**config.mk**
```make
export PLATFORM = sky130hd
export DESIGN_NAME = mem_port_arbiter
export DESIGN_NICKNAME = d
export VERILOG_FILES = /design/src/rtl/mem_port_arbiter.sv
export SDC_FILE = /design/constraint.sdc
export NUM_CORES = 1
export LEC_CHECK = 0
export CORE_ASPECT_RATIO = 1.5
export CORE_UTILIZATION = 42
export DETAILED_ROUTE_END_ITERATION = 8
export GPL_TIMING_DRIVEN = 0
export MAX_ROUTING_LAYER = met4
export PLACE_DENSITY = 0.82
export SLEW_MARGIN = 15
export SYNTH_ARGS = -nofsm -noshare
export SYNTH_HDL_FRONTEND = slang
export SYNTH_SLANG_ARGS = --single-unit
```
**constraint.sdc**
```tcl
create_clock -name clk -period 2.6 [get_ports clk]
set_input_delay 0.52 -clock clk [delete_from_list [all_inputs] [get_ports clk]]
set_output_delay 0.52 -clock clk [all_outputs]
set_load 0.03 [all_outputs]
```
**src/rtl/mem_port_arbiter.sv**
```systemverilog
// mem_port_arbiter: shares one external RAM port between IF fetch and MEM data access; MEM has fixed priority.
// Latency: req sampled at edge t, RAM bus held ACCESS_CYCLES cycles, ready pulses in the cycle after edge t+ACCESS_CYCLES.
// Backpressure: stallreq_o is raised while any request waits; optional single-entry fetch buffer via MEM_ARB_FETCH_BUF_EN.

module mem_port_arbiter #(
   parameter int ACCESS_CYCLES = 2,
   parameter int ADDR_W        = 16,
   parameter int DATA_W        = 16
) (
   input  logic              clk,
   input  logic              rst,
   input  logic              if_req_i,
   input  logic [ADDR_W-1:0] if_addr_i,
   output logic [DATA_W-1:0] if_data_o,
   output logic              if_ready_o,
   input  logic              mem_req_i,
   input  logic              mem_rw_i,
   input  logic [ADDR_W-1:0] mem_addr_i,
   input  logic [DATA_W-1:0] mem_wdata_i,
   output logic [DATA_W-1:0] mem_data_o,
   output logic              mem_ready_o,
   output logic              stallreq_o,
   output logic              ram_enable_o,
   output logic              ram_readWrite_o,
   output logic [ADDR_W-1:0] ram_address_o,
   output logic [DATA_W-1:0] ram_dataWrite_o,
   input  logic [DATA_W-1:0] ram_dataRead_i
);

   typedef enum logic [1:0] {IDLE, IF_ACC, MEM_ACC} state_t;

   localparam logic [3:0] LAST_CNT = 4'(ACCESS_CYCLES - 1);

   state_t            state;
   logic [3:0]        cnt;
   logic              mem_go;
   logic              if_go;
   logic              fb_hit;
   logic [DATA_W-1:0] fb_data;

   // A port whose ready is high this cycle is masked at the next edge: this
   // alternates service under contention and stops a held req being served twice.
   assign mem_go     = mem_req_i & ~mem_ready_o;
   assign if_go      = if_req_i  & ~if_ready_o;
   assign stallreq_o = if_go | mem_go;

`ifdef MEM_ARB_FETCH_BUF_EN
   logic              fb_valid;
   logic [ADDR_W-1:0] fb_addr;

   assign fb_hit = fb_valid & (fb_addr == if_addr_i);

   // Fetch buffer: refilled on every IF completion, invalidated when a MEM write is granted.
   always_ff @(posedge clk or posedge rst) begin
      if (rst) begin
         fb_valid <= 1'b0;
         fb_addr  <= '0;
         fb_data  <= '0;
      end else if (state == IDLE && mem_go && mem_rw_i) begin
         fb_valid <= 1'b0;
      end else if (state == IF_ACC && cnt == LAST_CNT) begin
         fb_valid <= 1'b1;
         fb_addr  <= ram_address_o;
         fb_data  <= ram_dataRead_i;
      end
   end
`else
   assign fb_hit  = 1'b0;
   assign fb_data = '0;
`endif

   // Grant, sequence and complete accesses; RAM-side outputs double as the latched request.
   always_ff @(posedge clk or posedge rst) begin
      if (rst) begin
         state           <= IDLE;
         cnt             <= '0;
         ram_enable_o    <= 1'b0;
         ram_readWrite_o <= 1'b0;
         ram_address_o   <= '0;
         ram_dataWrite_o <= '0;
         if_ready_o      <= 1'b0;
         mem_ready_o     <= 1'b0;
         if_data_o       <= '0;
         mem_data_o      <= '0;
      end else begin
         if_ready_o  <= 1'b0;
         mem_ready_o <= 1'b0;
         case (state)
            IDLE: begin
               cnt <= '0;
               if (mem_go) begin
                  state           <= MEM_ACC;
                  ram_enable_o    <= 1'b1;
                  ram_readWrite_o <= mem_rw_i;
                  ram_address_o   <= mem_addr_i;
                  ram_dataWrite_o <= mem_rw_i ? mem_wdata_i : '0;
               end else if (if_go && fb_hit) begin
                  // Buffered fetch: answer next cycle without touching the RAM bus.
                  if_ready_o <= 1'b1;
                  if_data_o  <= fb_data;
               end else if (if_go) begin
                  state           <= IF_ACC;
                  ram_enable_o    <= 1'b1;
                  ram_readWrite_o <= 1'b0;
                  ram_address_o   <= if_addr_i;
                  ram_dataWrite_o <= '0;
               end
            end
            IF_ACC, MEM_ACC: begin
               if (cnt == LAST_CNT) begin
                  // Final edge: capture read data, pulse ready, and free the bus so the
                  // ready cycle is always a bus-idle turnaround cycle.
                  state           <= IDLE;
                  cnt             <= '0;
                  ram_enable_o    <= 1'b0;
                  ram_readWrite_o <= 1'b0;
                  ram_address_o   <= '0;
                  ram_dataWrite_o <= '0;
                  if (state == IF_ACC) begin
                     if_data_o  <= ram_dataRead_i;
                     if_ready_o <= 1'b1;
                  end else begin
                     mem_ready_o <= 1'b1;
                     if (!ram_readWrite_o) begin
                        mem_data_o <= ram_dataRead_i;
                     end
                  end
               end else begin
                  cnt <= cnt + 4'd1;
               end
            end
            default: begin
               state        <= IDLE;
               cnt          <= '0;
               ram_enable_o <= 1'b0;
            end
         endcase
      end
   end

endmodule

```
==> results of run 1 <==
==> worst max-delay path, cell delays in order <==
cell and delay (ns):
clkdlybuf4s50_1 0.48, nand2b_1 0.14, nand2_1 0.13, clkdlybuf4s50_1 0.70
==> layout by cell type, fill, tap and decap left out, types with 2 or more instances in the layout <==
| cell | count |
|---|---|
| nor2_1 | 4 |
| ha_1 | 4 |
| o31ai_1 | 16 |
| nand2_1 | 52 |
| mux2_2 | 22 |
| buf_4 | 3 |
| a21oi_1 | 3 |
| inv_1 | 7 |
| o21ai_0 | 15 |
| xnor2_1 | 2 |
| bufinv_16 | 3 |
| dfrtp_1 | 74 |
| mux2i_1 | 16 |
| a32o_1 | 2 |
| clkbuf_1 | 6 |
| nand2b_1 | 4 |
| buf_2 | 5 |
| o21ai_1 | 2 |
| buf_6 | 2 |
| mux2_4 | 9 |
| clkbuf_8 | 10 |
| clkdlybuf4s50_1 | 137 |
==> stage by stage <==
stage	cells	setup slack (ns)	utilization	instance area, sq um
after floorplan	258	0.198	-	3170
after global placement	495	-0.951	0.642	4670
after detailed placement	496	0.155	0.645	4690
after CTS	512	0.102	0.679	4940
after global routing	512	0.0308	0.679	4940
final	512	0.112	0.679	4940
==> worst paths after layout <==
kind	to	slack, ns	cells past startpoint
max	stallreq_o	0.11	4
min	ram_address_o[0]	0.48	2
min reg2reg	ram_address_o[0]	0.48	2
max reg2reg	ram_dataWrite_o[1]	0.53	7
min in group asynchronous	if_data_o[8]	0.52	2
max in group asynchronous	state[1]	1.52	3
==> synthesized netlist by cell type, types with 3 or more instances <==
cell,count,area (sq um)
o21ai_0,15,75.1
inv_1,8,30.0
a21oi_1,3,15.0
nor2_1,4,15.0
clkbuf_1,4,15.0
buf_4,3,22.5
mux2i_1,16,160
o31ai_1,16,120
ha_1,4,50.1
mux2_2,22,248
nand2b_1,4,25.0
mux2_4,9,135
nand2_1,52,195
dfrtp_1,74,1850
buf_2,5,25.0
==> kinds of logic after synthesis <==
group	Yosys count	synth area share
DFF	74	0.583
AOI/OAI and AO/OA	40	0.0804
xor gates and xnor gates	2	0.00552
buffers and inverters	23	0.0410
muxes	48	0.175
and+or+nand+nor	67	0.0993
adders and majority gates	4	0.0158
==> per-layer routing <==
layer | share of wire | track usage | vias up
met5 | 0 | - | -
met1 | 0.38 | 0.217 | 1182
li1 | - | - | 1185
met4 | 0.023 | 0.0994 | 0
met2 | 0.54 | 0.354 | 97
met3 | 0.057 | 0.0382 | 15
==> registers in the layout, indices dropped and copies added, names as in the netlist <==
name and count:
ram_enable_o 1, cnt 4, ram_readWrite_o 1, mem_data_o 16, ram_address_o 16, mem_ready_o 1
ram_dataWrite_o 16, if_data_o 16, state 2, if_ready_o 1
==> where the power goes <==
group | switching (uW) | internal (uW)
clock | 407 | 666
combinational | 2070 | 1580
sequential | 272 | 1690
==> area by class of cell <==
class	instances	area (sq um)
multi-input combinational	161	1190
clock inverter	4	98.8
buffer	15	100
tap	100	125
sequential	74	1850
clock buffer	12	145
timing repair buffer	138	1390
inverter	8	32.5
fill	579	2340
==> metrics.cfg, run 1 <==
[run_status]
outcome=finished clean

[setup_path]
timing.critical_path.required_ns=2.08
cp-startpoint=mem_req_i
rr_startpoint=state[0]
start_kind=primary input
critical_path_arrival_ns=1.97
worst-setup-path-type=in2out
worstSetupEndpointType=primary output
cp_max_fo=4

[timing]
final.period_utilization=0.957
grt_setup_unrepaired=no
layout_min_cycle_time_ns=2.49
hold_viol=0
worst_pin_slew_ns=0.552
setup_total_negative_slack_ns=0
report.final.slew_viol_count=0
timing.max_slew.rel_slack=0.629
hold_ws_ns=0.482
clock-skew-final_ns=0.00649
finalSetupViolations=0
f_max_mhz=402

[yosys]
syn_area_sq_um=3170
syn-mean-instance-area_sq_um=12.3
ys_seq_area_frac=0.583
ys_ff_latch=74
synth-async-reset-ratio=1.00
synth.yosys.warnings=0
synth_cell_types=30
synth_enable_flop_cells=0
synthCells=258
synth_nets=331
yosys_most_used_dff=dfrtp_1

[final_layout]
finalNetCount=480
antenna_cells_inserted=0
syn2layout_area_growth_pct=55.5
final_layout_size_suffix_gt1_frac=0.148

[min_path]
hold_class=reg2reg
min_from=ram_address_o[0]

[die]
overall_die_area_sq_um=7920
rows=38
io-pin-count=138
floorplan.initialDensity=0.436
fp.dieW_um=73.0
die_y_um=108
core_area_sq_um=7270

[grt]
global_route_wire_length_before_repair_um=11900
largest_net_degree_at_the_start_of_global_routing=44
grt_util_all_layers=0.203
first_global_vias=2684
grt-ovfl-total=0
initial_antenna_violation_count=0

[route]
wl_per_cell_um=14.4
route.vias.total=2479
route.antenna.remaining_nets=0
via_per_inst=4.84
detail_route.iter0.violations=89
finalWirelength_um=7390
route.detailed.drc=0
drt_pre_antenna_iters=4

[clock_network]
insertion_delay_ns=0.34
cts_max_path_buffers=2
numClockSinks=74
clock-root-buffer=clkbuf_8
tritoncts.num_buffers=9
postCtsSetupBuffers=0
hold_buffers=0
clkSlewWorstSetupHoldPaths_ns=0.07
postCtsResizedCells=0
clock_tree_from_tritoncts=yes
htreeDepth=3

[run]
max_cap_violations=0

[power]
leakage_uw=0.00215
peakVddDrop_mv=0.853
fin_total_pwr_uw=6690
cellPowerDensity_nw_per_um2=1350

[placed_design]
io_buffers=137
gpl.final_weighted_congestion=0.697
dp_hpwl_um=5590

No activity file was read; power rests on OpenSTA's default activity.
==> run 2, diff against run 1 <==
- GPL_ROUTABILITY_DRIVEN: unset -> 1
==> results of run 2 <==
Same layout as run 1: the final DEF is identical, and so are final timing and power.
